--- src/rtl/mips_ctrl_pkg.sv ---
// Shared encodings for the multicycle MIPS-subset control unit:
// opcodes, functs, FSM states, ALU control and datapath mux selects.
package mips_ctrl_pkg;

   localparam logic [5:0] OP_RTYPE = 6'b000000;
   localparam logic [5:0] OP_LW    = 6'b100011;
   localparam logic [5:0] OP_SW    = 6'b101011;
   localparam logic [5:0] OP_BEQ   = 6'b000100;
   localparam logic [5:0] OP_ADDI  = 6'b001000;
   localparam logic [5:0] OP_J     = 6'b000010;

   localparam logic [5:0] FUNCT_ADD = 6'b100000;
   localparam logic [5:0] FUNCT_SUB = 6'b100010;
   localparam logic [5:0] FUNCT_AND = 6'b100100;
   localparam logic [5:0] FUNCT_OR  = 6'b100101;
   localparam logic [5:0] FUNCT_SLT = 6'b101010;

   typedef enum logic [2:0] {
      ALU_AND = 3'b000,
      ALU_OR  = 3'b001,
      ALU_ADD = 3'b010,
      ALU_SUB = 3'b110,
      ALU_SLT = 3'b111
   } alu_ctl_t;

   typedef enum logic [3:0] {
      S_FETCH  = 4'd0,
      S_DECODE = 4'd1,
      S_MEMADR = 4'd2,
      S_MEMRD  = 4'd3,
      S_MEMWB  = 4'd4,
      S_MEMWR  = 4'd5,
      S_EXEC   = 4'd6,
      S_ALUWB  = 4'd7,
      S_BRANCH = 4'd8,
      S_ADDIEX = 4'd9,
      S_ADDIWB = 4'd10,
      S_JUMP   = 4'd11
   } state_t;

   typedef enum logic [1:0] {
      SRCB_RT     = 2'b00,
      SRCB_FOUR   = 2'b01,
      SRCB_IMM    = 2'b10,
      SRCB_IMM_SH = 2'b11
   } srcb_t;

   typedef enum logic [1:0] {
      PCSRC_ALU    = 2'b00,
      PCSRC_ALUOUT = 2'b01,
      PCSRC_JUMP   = 2'b10
   } pcsrc_t;

endpackage

--- src/rtl/multicycle_ctrl_if.sv ---
// Controller <-> datapath/memory signal bundle. master = control unit,
// slave = datapath side that supplies instruction fields and flags.
interface multicycle_ctrl_if;
   logic [5:0] op;
   logic [5:0] funct;
   logic       zero;
   logic       mem_ready;
   logic       mem_req;
   logic       iord;
   logic       irwrite;
   logic       pcen;
   logic [1:0] pcsrc;
   logic       alusrca;
   logic [1:0] alusrcb;
   logic       regdst;
   logic       memtoreg;
   logic       regwrite;
   logic       memwrite;
   logic [2:0] alucontrol;
   logic       illegal;
   logic [3:0] state_dbg;

   modport master (
      input  op, funct, zero, mem_ready,
      output mem_req, iord, irwrite, pcen, pcsrc, alusrca, alusrcb,
             regdst, memtoreg, regwrite, memwrite, alucontrol, illegal, state_dbg
   );

   modport slave (
      output op, funct, zero, mem_ready,
      input  mem_req, iord, irwrite, pcen, pcsrc, alusrca, alusrcb,
             regdst, memtoreg, regwrite, memwrite, alucontrol, illegal, state_dbg
   );
endinterface

--- src/rtl/multicycle_ctrl_alu_decoder.sv ---
// R-type funct to ALU control decode, with a flag for supported functs.
module alu_decoder
   import mips_ctrl_pkg::*;
(
   input  logic [5:0] funct,
   output alu_ctl_t   alucontrol,
   output logic       funct_ok
);

   always_comb begin
      alucontrol = ALU_ADD;
      funct_ok   = 1'b1;
      case (funct)
         FUNCT_ADD: alucontrol = ALU_ADD;
         FUNCT_SUB: alucontrol = ALU_SUB;
         FUNCT_AND: alucontrol = ALU_AND;
         FUNCT_OR:  alucontrol = ALU_OR;
         FUNCT_SLT: alucontrol = ALU_SLT;
         default:   funct_ok   = 1'b0;
      endcase
   end

endmodule

--- src/rtl/multicycle_ctrl.sv ---
// Multicycle control FSM for the shared-memory MIPS-subset datapath.
//   state  | meaning
//   FETCH  | read instruction at PC, PC+4; waits on mem_ready
//   DECODE | compute branch target, dispatch on op (illegal -> FETCH)
//   MEMADR | rs + imm address for lw/sw
//   MEMRD  | data read; waits on mem_ready
//   MEMWB  | write memory data to rt
//   MEMWR  | data write; waits on mem_ready
//   EXEC   | R-type ALU op from funct
//   ALUWB  | write ALU result to rd
//   BRANCH | beq compare, take target when zero
//   ADDIEX | rs + imm
//   ADDIWB | write ALU result to rt
//   JUMP   | load jump target into PC
module multicycle_ctrl
   import mips_ctrl_pkg::*;
(
   input  logic                clk,
   input  logic                rst,
   multicycle_ctrl_if.master   bus
);

   state_t   state, next_state;
   alu_ctl_t funct_alu;
   logic     funct_ok;
   logic     mem_req_c, irwrite_c, pcen_c, regwrite_c, memwrite_c, illegal_c;

   alu_decoder u_alu_decoder (
      .funct      (bus.funct),
      .alucontrol (funct_alu),
      .funct_ok   (funct_ok)
   );

   always_ff @(posedge clk or negedge rst) begin
      if (!rst) state <= S_FETCH;
      else      state <= next_state;
   end

   always_comb begin
      next_state     = state;
      mem_req_c      = 1'b0;
      irwrite_c      = 1'b0;
      pcen_c         = 1'b0;
      regwrite_c     = 1'b0;
      memwrite_c     = 1'b0;
      illegal_c      = 1'b0;
      bus.iord       = 1'b0;
      bus.pcsrc      = PCSRC_ALU;
      bus.alusrca    = 1'b0;
      bus.alusrcb    = SRCB_RT;
      bus.regdst     = 1'b0;
      bus.memtoreg   = 1'b0;
      bus.alucontrol = ALU_AND;
      case (state)
         S_FETCH: begin
            mem_req_c      = 1'b1;
            bus.alusrcb    = SRCB_FOUR;
            bus.alucontrol = ALU_ADD;
            irwrite_c      = bus.mem_ready;
            pcen_c         = bus.mem_ready;
            if (bus.mem_ready) next_state = S_DECODE;
         end
         S_DECODE: begin
            bus.alusrcb    = SRCB_IMM_SH;
            bus.alucontrol = ALU_ADD;
            case (bus.op)
               OP_LW, OP_SW: next_state = S_MEMADR;
               OP_BEQ:       next_state = S_BRANCH;
               OP_ADDI:      next_state = S_ADDIEX;
               OP_J:         next_state = S_JUMP;
               OP_RTYPE: begin
                  if (funct_ok) begin
                     next_state = S_EXEC;
                  end else begin
                     next_state = S_FETCH;
                     illegal_c  = 1'b1;
                  end
               end
               default: begin
                  next_state = S_FETCH;
                  illegal_c  = 1'b1;
               end
            endcase
         end
         S_MEMADR: begin
            bus.alusrca    = 1'b1;
            bus.alusrcb    = SRCB_IMM;
            bus.alucontrol = ALU_ADD;
            if (bus.op == OP_LW)      next_state = S_MEMRD;
            else if (bus.op == OP_SW) next_state = S_MEMWR;
            else                      next_state = S_FETCH;
         end
         S_MEMRD: begin
            mem_req_c = 1'b1;
            bus.iord  = 1'b1;
            if (bus.mem_ready) next_state = S_MEMWB;
         end
         S_MEMWB: begin
            regwrite_c   = 1'b1;
            bus.memtoreg = 1'b1;
            next_state   = S_FETCH;
         end
         S_MEMWR: begin
            mem_req_c  = 1'b1;
            bus.iord   = 1'b1;
            memwrite_c = 1'b1;
            if (bus.mem_ready) next_state = S_FETCH;
         end
         S_EXEC: begin
            bus.alusrca    = 1'b1;
            bus.alucontrol = funct_alu;
            next_state     = S_ALUWB;
         end
         S_ALUWB: begin
            regwrite_c = 1'b1;
            bus.regdst = 1'b1;
            next_state = S_FETCH;
         end
         S_BRANCH: begin
            bus.alusrca    = 1'b1;
            bus.alucontrol = ALU_SUB;
            bus.pcsrc      = PCSRC_ALUOUT;
            pcen_c         = bus.zero;
            next_state     = S_FETCH;
         end
         S_ADDIEX: begin
            bus.alusrca    = 1'b1;
            bus.alusrcb    = SRCB_IMM;
            bus.alucontrol = ALU_ADD;
            next_state     = S_ADDIWB;
         end
         S_ADDIWB: begin
            regwrite_c = 1'b1;
            next_state = S_FETCH;
         end
         S_JUMP: begin
            bus.pcsrc  = PCSRC_JUMP;
            pcen_c     = 1'b1;
            next_state = S_FETCH;
         end
         default: next_state = S_FETCH;
      endcase
   end

   // Side-effecting strobes are cut by rst directly so an in-flight write dies without a clock.
   assign bus.mem_req   = mem_req_c  & rst;
   assign bus.irwrite   = irwrite_c  & rst;
   assign bus.pcen      = pcen_c     & rst;
   assign bus.regwrite  = regwrite_c & rst;
   assign bus.memwrite  = memwrite_c & rst;
   assign bus.illegal   = illegal_c  & rst;
   assign bus.state_dbg = state;

endmodule

--- src/flat_wrapper.sv ---
// flat-port wrapper written by rule: the top's interface ports become plain ports
module multicycle_ctrl_flat import mips_ctrl_pkg::*;
  (clk, rst, bus_op, bus_funct, bus_zero, bus_mem_ready, bus_mem_req, bus_iord, bus_irwrite, bus_pcen, bus_pcsrc, bus_alusrca, bus_alusrcb, bus_regdst, bus_memtoreg, bus_regwrite, bus_memwrite, bus_alucontrol, bus_illegal, bus_state_dbg);
  multicycle_ctrl_if bus_i ();
  input  logic clk;
  input  logic rst;
  input wire logic [$bits(bus_i.op)-1:0] bus_op;
  input wire logic [$bits(bus_i.funct)-1:0] bus_funct;
  input wire logic [$bits(bus_i.zero)-1:0] bus_zero;
  input wire logic [$bits(bus_i.mem_ready)-1:0] bus_mem_ready;
  output wire logic [$bits(bus_i.mem_req)-1:0] bus_mem_req;
  output wire logic [$bits(bus_i.iord)-1:0] bus_iord;
  output wire logic [$bits(bus_i.irwrite)-1:0] bus_irwrite;
  output wire logic [$bits(bus_i.pcen)-1:0] bus_pcen;
  output wire logic [$bits(bus_i.pcsrc)-1:0] bus_pcsrc;
  output wire logic [$bits(bus_i.alusrca)-1:0] bus_alusrca;
  output wire logic [$bits(bus_i.alusrcb)-1:0] bus_alusrcb;
  output wire logic [$bits(bus_i.regdst)-1:0] bus_regdst;
  output wire logic [$bits(bus_i.memtoreg)-1:0] bus_memtoreg;
  output wire logic [$bits(bus_i.regwrite)-1:0] bus_regwrite;
  output wire logic [$bits(bus_i.memwrite)-1:0] bus_memwrite;
  output wire logic [$bits(bus_i.alucontrol)-1:0] bus_alucontrol;
  output wire logic [$bits(bus_i.illegal)-1:0] bus_illegal;
  output wire logic [$bits(bus_i.state_dbg)-1:0] bus_state_dbg;
  assign bus_i.op = bus_op;
  assign bus_i.funct = bus_funct;
  assign bus_i.zero = bus_zero;
  assign bus_i.mem_ready = bus_mem_ready;
  assign bus_mem_req = bus_i.mem_req;
  assign bus_iord = bus_i.iord;
  assign bus_irwrite = bus_i.irwrite;
  assign bus_pcen = bus_i.pcen;
  assign bus_pcsrc = bus_i.pcsrc;
  assign bus_alusrca = bus_i.alusrca;
  assign bus_alusrcb = bus_i.alusrcb;
  assign bus_regdst = bus_i.regdst;
  assign bus_memtoreg = bus_i.memtoreg;
  assign bus_regwrite = bus_i.regwrite;
  assign bus_memwrite = bus_i.memwrite;
  assign bus_alucontrol = bus_i.alucontrol;
  assign bus_illegal = bus_i.illegal;
  assign bus_state_dbg = bus_i.state_dbg;
  multicycle_ctrl u_core (.clk(clk), .rst(rst), .bus(bus_i));
endmodule
--- config.mk ---
export PLATFORM = sky130hd
export DESIGN_NAME = multicycle_ctrl_flat
export DESIGN_NICKNAME = d
export VERILOG_FILES = /design/src/rtl/mips_ctrl_pkg.sv /design/src/rtl/multicycle_ctrl_if.sv /design/src/rtl/multicycle_ctrl_alu_decoder.sv /design/src/rtl/multicycle_ctrl.sv /design/src/flat_wrapper.sv
export SDC_FILE = /design/constraint.sdc
export NUM_CORES = 1
export LEC_CHECK = 0
export ABC_AREA = 1
export CORE_MARGIN = 2
export CORE_UTILIZATION = 37
export CTS_CLUSTER_SIZE = 25
export DETAILED_ROUTE_END_ITERATION = 10
export PLACE_DENSITY = 0.77
export SLEW_MARGIN = 10
export SYNTH_ARGS = -nofsm -noshare
export SYNTH_HDL_FRONTEND = slang
export SYNTH_SLANG_ARGS = --single-unit
--- constraint.sdc ---
create_clock -name clk -period 2 [get_ports clk]
set_clock_uncertainty 0.15 [all_clocks]
set_input_delay 0.4 -clock clk [delete_from_list [all_inputs] [get_ports clk]]
set_output_delay 0.4 -clock clk [all_outputs]
set_load 0.02 [all_outputs]
==> run_results.csv, run 1 <==
group,metric,value,unit
power_and_ir_drop,p_leak,0.000799,uW
drt,drt-pass1-iter-count,4,
flow_run,cap_violations,0,
synth,synth_area,683,sq um
sta,finalSetupViolations,1,
synth,synth_seq_area_share,14.7,%
sta,setup_slack,-0.0240,ns
drt,finalWirelength,3300,microns
grt,grt_pass1_wl,4330,microns
placement,port_buffers,36,
synth,avgSynthCellArea,5.30,sq um
clocking,cts_tree,"built",
floorplan,initial_core_util,39.6,%
drt,drt_iter0_markers,42,
floorplan,fp.dieArea,2210,sq um
setup_path,arrival,1.47,ns
clocking,cts_buffer_depth,2,
floorplan,die_h,47.0,microns
synth,synth_warnings,0,
power_and_ir_drop,power_density,661,nW/um^2
setup_path,worstSetupPathType,"in -> out",
sta,fin_hold_ws,0.378,ns
drt,ant_nets,0,
grt,grtUsageTotal,27.5,%
grt,antenna_found_initial,0,
power_and_ir_drop,irDropWorstVdd,0.506,mV
layout,nFillCells,115,
sta,tightest_slew,0.237,ns
sta,period_needed,2.02,ns
synth,synth.distinct_cells,21,
setup_path,start_kind,"primary input",
outcome,outcome,"finished, violations left",
outcome,violations,"negative setup slack",
placement,place.gp.congestion,0.857,
sta,maxSlewHeadroom,84.2,%
min_path,min_path_type,"in -> async",
placement,pre_cts_slack,-0.725,ns
drt,route.detailed.drc,0,
layout,fin_nets,229,
layout,n_antenna_cell,0,
sta,final-hold-violation-count,0,
synth,yosys.area.top_type_share,15.9,%
drt,wl_per_cell,14.0,microns
synth,ys_ff_latch,4,
synth,synthesis.nets,145,
grt,grt_max_degree,7,
setup_path,worstSetupEndpointType,"output port",
clocking,root_buffer,"clkbuf_4",
clocking,h-tree-depth,1,
sta,post-route-period-util,101,%
clocking,clock_latency,0.24,ns
layout,stdcell_count,236,
floorplan,rows,15,
grt,grt_pass1_vias,1074,
drt,vias,1179,
layout,largest_reg_flops,4,
sta,rsz0062_at_grt,"true",
clocking,numClockSinks,4,
placement,place_hpwl,2060,microns
floorplan,core,1730,sq um
floorplan,pin_count,37,
clocking,cts_buffers,3,
layout,drive_gt1_share,55.0,%
synth,netlist_instances,129,
grt,grt-ovfl-total,0,
synth,synth_top_area_cell,"nand2_1",
placement,placed_cells_incl_taps,221,
sta,finalMaxSlewViolations,0,
layout,area_growth,108,%
setup_path,critPathRequiredTime,1.45,ns
clocking,clkTransAtPathRegs,0.04,ns
floorplan,die_w,47.0,microns
drt,via_per_inst,5.00,
synth,yosys-top-cells-area,"nand2_1, dfrtp_1, inv_1",
sta,clock.fmax,494,MHz
setup_path,path_max_fanout,3,
setup_path,r2r_cells,9,
==> what timing repair did <==
action                     4_1_cts  5_1_grt
setup endpoints to repair       17       17
setup buffers                    9        3
pin swaps                       15       15
hold buffers                     0        0
resized for setup               92       35
==> power breakdown <==
group / internal, uW / total [uW] / switching (uW) / leakage [uW]
registers: 101 / 135 / 33.3 / 0.0000508
clock network: 67.6 / 107 / 39.8 / 0.0000138
logic: 297 / 696 / 398 / 0.000734
==> worst paths after layout <==
kind / startpoint / end / slack [ns]
setup / recovery: bus_op[4] / bus_illegal / -0.02
min in group clk: u_core.bus.state_dbg[0] / u_core.bus.state_dbg[0] / 0.47
setup reg to reg: u_core.bus.state_dbg[2] / u_core.bus.state_dbg[2] / 0.26
hold / removal: rst / u_core.bus.state_dbg[3] / 0.38
hold reg to reg: u_core.bus.state_dbg[0] / u_core.bus.state_dbg[0] / 0.47
max in group asynchronous: rst / u_core.bus.state_dbg[2] / 1.19
==> cell families after synthesis <==
logic type,Yosys count,share of synthesized area [%]
flops,4,14.7
buf+inv,29,15.9
simple gates,86,60.4
compound gates,10,8.97
==> stage by stage <==
step / instance area (sq um) / setup TNS, ns / power, uW / utilization, %
after floorplan: 694 / 0 / 451 / -
after global placement: 1320 / -4.52 / 780 / 76.4
after detailed placement: 1320 / -4.83 / 794 / 76.4
after CTS: 1380 / -0.0245 / 883 / 79.6
after global routing: 1420 / -0.433 / 998 / 82.1
final: 1420 / -0.0240 / 938 / 82.1
==> synth_stat cells (all sizes together) <==
library cell  instances
nor3                  1
nand4                 3
a31oi                 1
or2                   1
inv                  29
and2                  1
nand3                10
o21ai                 3
dfrtp                 4
o31ai                 1
nand3b                1
nor2                 34
a21oi                 5
nand2                35
==> per-layer routing <==
metal / share of wire (%) / vias up / global-route usage, %
met2: 51 / 75 / 50.1
met4: 6.6 / 0 / 16.7
met1: 35 / 521 / 28.9
met3: 6.6 / 26 / 5.00
li1: - / 557 / -
met5: 0 / - / 0
==> worst max-delay path, stage by stage <==
cell,delay (ns)
clkdlybuf4s15_1,0.21
nor2_4,0.11
inv_1,0.07
nor2_2,0.15
nand2_1,0.09
nand3_1,0.10
inv_1,0.07
nand3_1,0.07
nor2_1,0.05
buf_4,0.15
==> layout by cell type, fill, tap and decap left out, types with 2 or more instances in the layout <==
cell,synthesis,final
dfrtp_1,4,2
a21oi_1,5,5
nor2_4,2,8
clkbuf_2,0,8
dfrtp_2,0,2
dlygate4sd2_1,0,2
clkdlybuf4s50_1,0,7
buf_2,0,8
nand2_4,1,2
clkdlybuf4s15_1,0,6
inv_2,4,12
nand3_2,1,4
nand2_2,5,9
nand4_1,3,3
clkbuf_4,0,3
nand3_1,9,6
o21ai_2,2,2
nor2_2,8,9
nor2_1,24,17
inv_1,25,17
buf_4,0,47
nand2_1,29,24
==> layout make-up <==
cell class | count | area [sq um] | share of cell area (%)
inverters | 29 | 109 | 7.68
well taps | 25 | 31.3 | 2.21
multi-input cells | 96 | 561 | 39.5
clock buffers | 3 | 22.5 | 1.59
repair buffers | 79 | 592 | 41.7
flip-flops and latches | 4 | 103 | 7.24
Note: power is estimated with default switching activity, not from simulation.
==> inputs of run 2 (changes only) <==
Settings changed: RECOVER_POWER set to 50.
==> run 2 against run 1 <==
- the flow still finishes with violations (negative setup slack)
- clock-buffer cell count did not move
- sequential share of layout area is the same
- fmax up 0.30%
- critical path depth is 2 lower
- routed wire length is essentially flat
- via count is 0.17% lower
- global-route usage stayed put
- first-iteration DRC count is the same
- critical path type is now reg -> out
- critical endpoint unchanged
==> run_results.csv, run 2 (same netlist as run 1, synthesis figures left out) <==
group,metric,value,unit
sta,fin_hold_ws,0.450,ns
sta,final-hold-violation-count,0,
grt,grt_max_degree,7,
layout,n_antenna_cell,0,
outcome,outcome,"finished, violations left",
layout,largest_reg_flops,4,
clocking,clock_latency,0.24,ns
sta,rsz0062_at_grt,"true",
grt,grt_pass1_wl,4330,microns
power_and_ir_drop,p_leak,0.000799,uW
power_and_ir_drop,total_power,937,uW
clocking,h-tree-depth,1,
sta,tightest_slew,0.238,ns
grt,antenna_found_initial,0,
flow_run,cap_violations,0,
floorplan,die_h,47.0,microns
floorplan,core,1730,sq um
grt,grt_util_met1,28.9,%
drt,route.detailed.drc,0,
layout,layout_common_cells,"buf_4, nand2_1, inv_1, nor2_1, inv_2",
placement,port_buffers,36,
layout,layout.cells.most_common,"buf_4",
placement,place.gp.congestion,0.857,
grt,use_met3,5.00,%
sta,period_needed,2.02,ns
setup_path,worstSetupEndpointType,"output port",
sta,finalMaxSlewViolations,0,
setup_path,r2r-start,"u_core.bus.state_dbg[2]",
sta,setup_slack,-0.0180,ns
sta,post-route-period-util,101,%
clocking,holdBufCountCts,0,
drt,wl_per_cell,14.0,microns
grt,top_usage_layer,"met2",
layout,post-route-util,82.1,%
setup_path,rr_endpoint,"u_core.bus.state_dbg[2]",
floorplan,die_w,47.0,microns
clocking,numClockSinks,4,
setup_path,critPathRequiredTime,1.45,ns
layout,fin_nets,229,
setup_path,path_max_fanout,4,
drt,ant_nets,0,
placement,pre_cts_slack,-0.725,ns
drt,vias,1177,
setup_path,r2r_cells,9,
clocking,root_buffer,"clkbuf_4",
clocking,cts_tree,"built",
grt,grt-ovfl-total,0,
sta,maxSlewHeadroom,84.1,%
setup_path,arrival,1.47,ns
drt,via_per_inst,4.99,
drt,drt-pass1-iter-count,4,
placement,place_hpwl,2060,microns
grt,gr-usage-met2,50.1,%
floorplan,fp.dieArea,2210,sq um
floorplan,pin_count,37,
sta,clock.fmax,496,MHz
min_path,min_path_type,"in -> async",
floorplan,rows,15,
outcome,violations,"negative setup slack",
setup_path,worstSetupPathType,"reg -> out",
layout,drive_gt1_share,55.0,%
layout,area_growth,108,%
floorplan,initial_core_util,39.6,%
clocking,cts_buffers,3,
grt,grt_pass1_vias,1074,
drt,drt_iter0_markers,42,
setup_path,start_kind,"flop",
drt,finalWirelength,3300,microns
grt,grtUsageTotal,27.5,%
clocking,cts_buffer_depth,2,
power_and_ir_drop,power_density,661,nW/um^2
setup_path,reg2reg_slack,0.26,ns
sta,finalSetupViolations,1,
clocking,clkTransAtPathRegs,0.04,ns
power_and_ir_drop,irDropWorstVdd,0.506,mV
run 2: changes by cell type in the layout (fill, tap and decap cells not counted), sizes merged:
cell           change
dlygate4sd3        +1
clkdlybuf4s50      -1
run 2: timing repair:
item | CTS | global route
cloned | 0 | 0
setup buffers | 9 | 3
pin swaps | 15 | 15
resized for setup | 92 | 35
setup endpoints to repair | 17 | 17
run 2: metal layers:
| layer | part of all wire, % | vias up |
|---|---|---|
| li1 | - | 557 |
| met1 | 35 | 517 |
| met2 | 52 | 76 |
| met3 | 6.8 | 27 |
| met4 | 6.4 | 0 |
| met5 | 0 | - |
run 2: layout make-up:
type	count	area, sq um
multi-input cells	96	561
clock buffers	3	22.5
fillers	115	309
inverters	29	109
well taps	25	31.3
flip-flops and latches	4	103
repair buffers	79	592
run 2: worst max-delay path, cell delays in order (launching register included):
cell     delay [ns]
dfrtp_1        0.44
inv_2          0.12
nand2_2        0.09
inv_1          0.10
nand2_1        0.06
inv_1          0.08
nand3_1        0.08
nor2_1         0.11
buf_4          0.15
run 2: stage by stage:
stage,TNS [ns],std cells,cell area (sq um)
finish,-0.0180,236,1420
global route,-0.433,236,1420
CTS,-0.0245,233,1380
detailed placement,-4.83,221,1320
global placement,-4.52,221,1320
floorplan,0,129,694
run 2: power by group:
group	switching, uW	internal, uW
Clock	39.2	67.6
Sequential	33.3	101
Combinational	398	297
Total	471	466
run 2: how the worst max path moves through the flow:
stage                            start           to  slack (ns)  cells past startpoint
2_1_floorplan  u_core.bus.state_dbg[3]     bus_pcen        0.07                      6
3_3_place_gp              bus_funct[4]  bus_illegal       -0.67                     12
3_5_place_dp              bus_funct[0]  bus_illegal       -0.73                     12
4_1_cts                   bus_funct[5]  bus_illegal       -0.02                     11
5_1_grt                      bus_op[4]  bus_illegal       -0.12                     10
6_report       u_core.bus.state_dbg[1]  bus_illegal       -0.02                      8
